### config.mk
export PLATFORM = sky130hd
export DESIGN_NAME = shift_reg_4bit_siso
export DESIGN_NICKNAME = d
export VERILOG_FILES = /design/src/rtl/shift_reg_4bit_siso.sv
export SDC_FILE = /design/constraint.sdc
export NUM_CORES = 1
export LEC_CHECK = 0
export BUFFER_PORTS_ARGS = -buffer_cell sky130_fd_sc_hd__buf_2
export CORE_AREA = 2 2 39 41
export DETAILED_ROUTE_END_ITERATION = 10
export DIE_AREA = 0 0 41 43
export GPL_ROUTABILITY_DRIVEN = 0
export PLACE_DENSITY = 0.43
export SETUP_SLACK_MARGIN = 0.3
export SYNTH_ARGS = -nofsm -noshare
export SYNTH_HDL_FRONTEND = slang
export SYNTH_SLANG_ARGS = --single-unit
export TNS_END_PERCENT = 5
### constraint.sdc
create_clock -name clk -period 1 [get_ports clk]
set_clock_uncertainty 0.15 [all_clocks]
set_input_delay 0.1 -clock clk [delete_from_list [all_inputs] [get_ports clk]]
set_output_delay 0.1 -clock clk [all_outputs]
set_load 0.02 [all_outputs]
### src/rtl/shift_reg_4bit_siso.sv
// Serial-in/serial-out shift register with shift enable, direction select and parallel view.
// Optional parallel load is compiled in with `define SHIFT_REG_PLOAD_EN.
module shift_reg_4bit_siso #(
  parameter int WIDTH = 4
) (
  input  logic             clk,
  input  logic             clr,
  input  logic             in,
  input  logic             en,
  input  logic             dir,
`ifdef SHIFT_REG_PLOAD_EN
  input  logic             pload,
  input  logic [WIDTH-1:0] pdata,
`endif
  output logic             out,
  output logic [WIDTH-1:0] q
);

  if (WIDTH < 2 || WIDTH > 32) begin : g_width_check
    $error("shift_reg_4bit_siso: WIDTH must be in 2..32");
  end

  always_ff @(posedge clk) begin
    if (clr) begin
      q <= '0;
    end
`ifdef SHIFT_REG_PLOAD_EN
    else if (pload) begin
      q <= pdata;
    end
`endif
    else if (en) begin
      if (dir) begin
        q <= {in, q[WIDTH-1:1]};
      end else begin
        q <= {q[WIDTH-2:0], in};
      end
    end
  end

  // Output taps whichever end the data is currently moving toward; follows dir without a register.
  assign out = dir ? q[0] : q[WIDTH-1];

endmodule

# Yosys cells after proc, flatten, opt, wreduce, memory -nomap -nowiden
# Index checks and enable logic that the tools add are counted.
# word_totals
word_cells	3
reg_bits	4
out_inout_bits	5
input_bits	5
# op_classes
mux	2
# op_table
operator	n
$mux W4	1
$mux W1	1

# Depth between registers and ports, before layout
# Gate-level depths: netlist (run 1).
# logic_depth
depth_word	1
ltp_mapped	3
mapped_depth_nobuf	2

# Worst setup path before layout (run 1)
# No wires, ideal clock.
# synth_path
kind	reg-to-reg
start	register q[2]
end	register q[1]
path_stages_with_launch	3
path_slack_ns	0.002
synth_period_minus_slack_ns	0.998
required_ns	0.764
n_path_buf	0
arrival_ns	0.763
path_cell_list	dfxtp_1 > mux2i_1 > a211oi_1
# synth_via
elab_chain_cells	1
# synth_rtl
element	line_no	source
from (decl)	16	output logic [WIDTH-1:0] q
from (signal assigned)	34	q <= {in, q[WIDTH-1:1]};
from (signal assigned)	36	q <= {q[WIDTH-2:0], in};
$mux W4	33	if (dir) begin
# No other way between the ends.
# A chain may end at the register's enable or synchronous reset.

# Worst setup path after layout (run 1)
# layout_path
start	register q[3]
end	output out
# layout_via
elab_chain_cells	1
# layout_rtl
element	line_no	source
$mux W1	42	assign out = dir ? q[0] : q[WIDTH-1];
to (decl)	15	output logic out,
# No other way between the ends.

==> results of run 1 <==
## per-stage QoR
stage	area, µm²	utilization (%)	std cells	setup TNS (ps)
6_report	333	24.1	48	-350
5_1_grt	333	24.1	48	-450
4_1_cts	323	23.3	47	-302
3_5_place_dp	258	18.6	42	0
3_3_place_gp	258	18.6	42	0
2_1_floorplan	209	-	19	0
## cell families (layout without fill, tap and decap cells)
family	Yosys count	in the layout	synth area share, %
simple gates	4	4	7.79
buf+inv	2	15	8.44
compound gates	4	4	15.6
mux	5	5	26.6
flops	4	4	41.6
## worst paths after layout
| path | from | cells after the start | slack [ps] | end |
|---|---|---|---|---|
| min | clr | 2 | -80 | q[1] |
| min reg2reg | q[0] | 2 | 360 | q[0] |
| max reg2reg | q[3] | 3 | 30 | q[2] |
| max | q[3] | 2 | -210 | out |
## cell usage in the layout, fill, tap and decap left out
cell type / n
buf_4: 2
a211oi_1: 4
mux2_4: 1
clkbuf_1: 1
buf_6: 5
clkbuf_4: 3
dfxtp_4: 4
mux2i_1: 4
buf_2: 4
nor2_1: 4
## final cells by class
type                    instances  area, µm²  area share [%]
repair buffers                 11       91.3            27.4
multi-input cells              13        100            30.1
well taps                      16       20.0            6.02
flip-flops and latches          4       95.1            28.6
clock buffers                   4       26.3            7.89
## per-layer routing
metal,up-vias,routed length [µm]
li1,95,-
met1,87,246
met2,12,183
met3,0,55
met4,0,0
met5,-,0
## repair_timing
item / in CTS / in global routing
pin swaps: 3 / 3
gates resized for setup: 10 / 1
buffers inserted: 1 / 1
endpoints found under the setup margin: 9 / 9
endpoints found under the hold margin: 4 / 4
## power by group through the flow
| stage | sequential, µW | combinational (µW) | clock (µW) |
|---|---|---|---|
| floorplan | 196 | 44.3 | 0 |
| global placement | 182 | 78.4 | 0 |
| detailed placement | 185 | 79.8 | 0 |
| CTS | 183 | 104 | 224 |
| global route | 181 | 121 | 246 |
| finish | 180 | 110 | 212 |
==> flow_metrics.env, run 1 <==
export IMPL_synth_cell_types=7
export IMPL_critPathMaxFanout=2
export IMPL_dr_pass1_iters=2
export IMPL_violations="negative hold slack, negative setup slack"
export IMPL_worst_ir_drop_vdd_mv=0.638
export IMPL_die_y_um=43
export IMPL_syn_instance_count=19
export IMPL_drive_gt1_share_pct=59.4
export IMPL_max_freq_ghz=0.828
export IMPL_postSynth_asyncResetShare_pct=0
export IMPL_powerDensity_nw_per_um2=1510
export IMPL_synth_edf_count=0
export IMPL_largest_register_ffs=4
export IMPL_drv_cap=0
export IMPL_port_buffers=9
export IMPL_relSlewSlack_pct=87.6
export IMPL_grt_pass1_vias=197
export IMPL_period_minus_slack_ps=1210
export IMPL_cts_tree="built"
export IMPL_ios=10
export IMPL_synth_area_per_cell_um2=10.1
export IMPL_synth_top_area_share_pct=41.6
export IMPL_met3_usage_pct=8.38
export IMPL_p_int_uw=377
export IMPL_hold_path_class="input pin to flop"
export IMPL_drtAntennaViolNets=0
export IMPL_core_um2=1380
export IMPL_switching_share_pct=25.0
export IMPL_hpwl_um=348
export IMPL_cts_max_level=1
export IMPL_crit_chain="mux2_4, buf_6"
export IMPL_final_hold_viol_count=4
export IMPL_synth_seq_cells=4
export IMPL_fillers=146
export IMPL_crit_family="flip-flops"
export IMPL_arrival_ps=960
export IMPL_insertion_delay_ps=230
export IMPL_num_rows=14
export IMPL_synth_nets=24
export IMPL_drc_errors=0
export IMPL_cts_root_buf="clkbuf_4"
export IMPL_critPathRequiredTime_ps=750
export IMPL_worst_slew_pin_slew_ps=186
export IMPL_crit_path_end_kind="output port"
export IMPL_grt_pass1_wl_um=834
export IMPL_p_leak_uw=0.000149
export IMPL_pwr_share_seq_pct=35.8
export IMPL_die_area_um2=1760
export IMPL_cts_sinks=4
export IMPL_critPathKind="flop to output port"
export IMPL_grt_busiest_layer="met2"
export IMPL_clkTransAtPathRegs_ps=40
export IMPL_vias_per_cell=4.04
export IMPL_antenna_found_initial=0
export IMPL_rsz0062_at_grt="true"
export IMPL_power_uw=502
export IMPL_slowest_delay_ps=330
export IMPL_synthFlopType="dfxtp_1"
export IMPL_layout_setup_ws_ps=-208
export IMPL_reg_top3="q (4)"
export IMPL_fin_nets=38
export IMPL_gr_total_overflow=0
export IMPL_worst_path_buf_inv=1
export IMPL_pwr_share_clk_pct=42.2
export IMPL_use_met1_pct=8.65
export IMPL_p_sw_uw=125
export IMPL_yosysTopAreaCell="dfxtp_1"
export IMPL_antennaDiodeCount=0
export IMPL_yosysSeqAreaShare_pct=41.6
export IMPL_grt_max_degree=9
export IMPL_slew_violations=0
export IMPL_yosysWarnings=0
export IMPL_die_w_um=41
export IMPL_cpMaxStageDelayCell="dfxtp_4"
export IMPL_syn_to_final_growth_pct=72.7
export IMPL_numCtsBuffers=3
export IMPL_finalSetupViolCount=3
export IMPL_clockBufferDepth=2
export IMPL_status="complete, but fails checks"
export IMPL_synthTopCellsByArea="dfxtp_1, mux2i_1, a211oi_1"
export IMPL_start_util_pct=13.9
export IMPL_timing_hold_ws_ps=-75.7
export IMPL_dr_total_vias=194
export IMPL_wl_per_cell_um=10.1
export IMPL_drt_iter0_drc=5
export IMPL_grt_usage_pct=7.82
export IMPL_period_share_pct=121
export IMPL_power_frac_comb_pct=22.0
export IMPL_regMostFlops="q"
export IMPL_startpoint_type="flop"
export IMPL_dp_slack_ps=1.91
export IMPL_synth_top_cells_by_count="a211oi_1, dfxtp_1, mux2i_1, nor2_1"
export IMPL_use_met2_pct=9.06
export IMPL_synth_area_um2=193
export IMPL_routed_wl_um=486
(Power assumes the default switching activity.)
==> run 2: changes to the inputs <==
Settings changed: RECOVER_POWER from default to 50.
==> run 2 against run 1 <==
Compared with the run above: combinational power hardly changed; final cell count is the same; the flow still finishes with violations (negative hold slack, negative setup slack); clock power about the same; fmax is the same; sequential share of layout area decreased by 0.54 points; critical path type unchanged; die area stayed put; highest routed layer unchanged; wire length up 0.21%; worst setup slack stayed put; via count fell by 0.52%.
==> flow_metrics.env, run 2 (synthesis gave the netlist of run 1 again) <==
export IMPL_critPathMaxFanout=2
export IMPL_wl_per_cell_um=10.1
export IMPL_die_area_um2=1760
export IMPL_hold_path_class="input pin to flop"
export IMPL_ios=10
export IMPL_largest_register_ffs=4
export IMPL_power_uw=504
export IMPL_cts_tree="built"
export IMPL_final_common_cell="buf_6"
export IMPL_numCtsBuffers=3
export IMPL_hold_path_depth=2
export IMPL_critPathRequiredTime_ps=750
export IMPL_arrival_ps=960
export IMPL_vias_per_cell=4.02
export IMPL_p_leak_uw=0.000149
export IMPL_grt_pass1_vias=197
export IMPL_clockBufferDepth=2
export IMPL_dr_pass1_iters=2
export IMPL_fin_nets=38
export IMPL_port_buffers=9
export IMPL_holdPathEnd="q[1]"
export IMPL_rrSetupSlack_ps=30
export IMPL_cts_max_level=1
export IMPL_timing_hold_ws_ps=-73.1
export IMPL_num_rows=14
export IMPL_max_freq_ghz=0.828
export IMPL_insertion_delay_ps=230
export IMPL_status="complete, but fails checks"
export IMPL_grt_pass1_wl_um=834
export IMPL_grt_max_degree=9
export IMPL_grt_usage_pct=7.82
export IMPL_powerDensity_nw_per_um2=1520
export IMPL_reg_top3="q (4)"
export IMPL_cts_sinks=4
export IMPL_critPathKind="flop to output port"
export IMPL_rsz0062_at_grt="true"
export IMPL_clkTransAtPathRegs_ps=40
export IMPL_violations="negative hold slack, negative setup slack"
export IMPL_startpoint_type="flop"
export IMPL_stdcell_area_um2=330
export IMPL_period_share_pct=121
export IMPL_syn_to_final_growth_pct=71.4
export IMPL_finalSetupViolCount=3
export IMPL_regMostFlops="q"
export IMPL_drv_cap=0
export IMPL_drtAntennaViolNets=0
export IMPL_reg2regPathDepth=3
export IMPL_drt_iter0_drc=5
export IMPL_crit_path_end_kind="output port"
export IMPL_antenna_found_initial=0
export IMPL_holdCritStartpoint="clr"
export IMPL_reg2reg_from="q[3]"
export IMPL_mostFrequentLayoutCells="buf_6, mux2i_1, nor2_1, a211oi_1, buf_2"
export IMPL_die_y_um=43
export IMPL_cts_root_buf="clkbuf_4"
export IMPL_relSlewSlack_pct=87.6
export IMPL_worst_slew_pin_slew_ps=186
export IMPL_fin_util_pct=23.9
export IMPL_layout_setup_ws_ps=-208
export IMPL_period_minus_slack_ps=1210
export IMPL_final_hold_viol_count=4
export IMPL_reg2reg_to="q[2]"
export IMPL_gr_total_overflow=0
export IMPL_antennaDiodeCount=0
export IMPL_die_w_um=41
export IMPL_core_um2=1380
export IMPL_dr_total_vias=193
export IMPL_drc_errors=0
export IMPL_routed_wl_um=487
export IMPL_hpwl_um=348
export IMPL_post_dp_cell_area_um2=258
export IMPL_slew_violations=0
export IMPL_drive_gt1_share_pct=59.4
export IMPL_fillers=147
export IMPL_worst_ir_drop_vdd_mv=0.638
export IMPL_start_util_pct=13.9
run 2: cell counts in the layout (fill, tap and decap cells not counted):
No cell type changed its count.
run 2: what timing repair did:
item / in CTS / in global routing
endpoints found under the hold margin: 4 / 4
resized for setup: 10 / 1
setup buffers: 1 / 1
setup endpoints to repair: 9 / 9
pin swaps: 3 / 3
run 2: how the worst max path moves through the flow:
stage,startpoint,to,slack (ps),cells after the start
global placement,q[3],out,10,2
global route,q[3],out,-250,2
detailed placement,q[3],out,2,2
floorplan,q[3],out,90,1
finish,q[3],out,-210,2
CTS,q[3],out,-220,2
run 2: worst max-delay path, cell delays in order (launching register included):
cell and delay [ps]:
dfxtp_4 330, mux2_4 270, buf_6 130
run 2: where the power goes:
group	switching (µW)	leakage [µW]	internal, µW
Combinational	52.2	0.0000985	58.2
Clock	62.7	0.0000150	150
Sequential	10.5	0.0000354	170
Total	125	0.000149	378
run 2: cell type report:
class / count / area [µm²] / area share [%]
Multi-Input combinational cell: 13 / 100 / 30.3
Sequential cell: 4 / 92.6 / 28.0
Timing Repair Buffer: 11 / 91.3 / 27.7
Clock buffer: 4 / 26.3 / 7.95
Tap cell: 16 / 20.0 / 6.06
run 2: layer usage:
metal	up-vias	GRT usage [%]	part of all wire, %
met5	-	0	0
met4	0	4.00	0
met3	0	8.38	11
met2	12	9.06	38
met1	87	8.65	51
li1	94	-	-
run 2: through the flow:
step / setup slack (ps) / instances / setup TNS (ps) / hold WS (ps)
3_5_place_dp: 1.91 / 42 / 0 / 157
2_1_floorplan: 93.5 / 19 / 0 / 13.0
4_1_cts: -219 / 47 / -302 / -90.9
3_3_place_gp: 14.0 / 42 / 0 / 154
5_1_grt: -245 / 48 / -453 / -82.3
6_report: -208 / 48 / -350 / -73.1
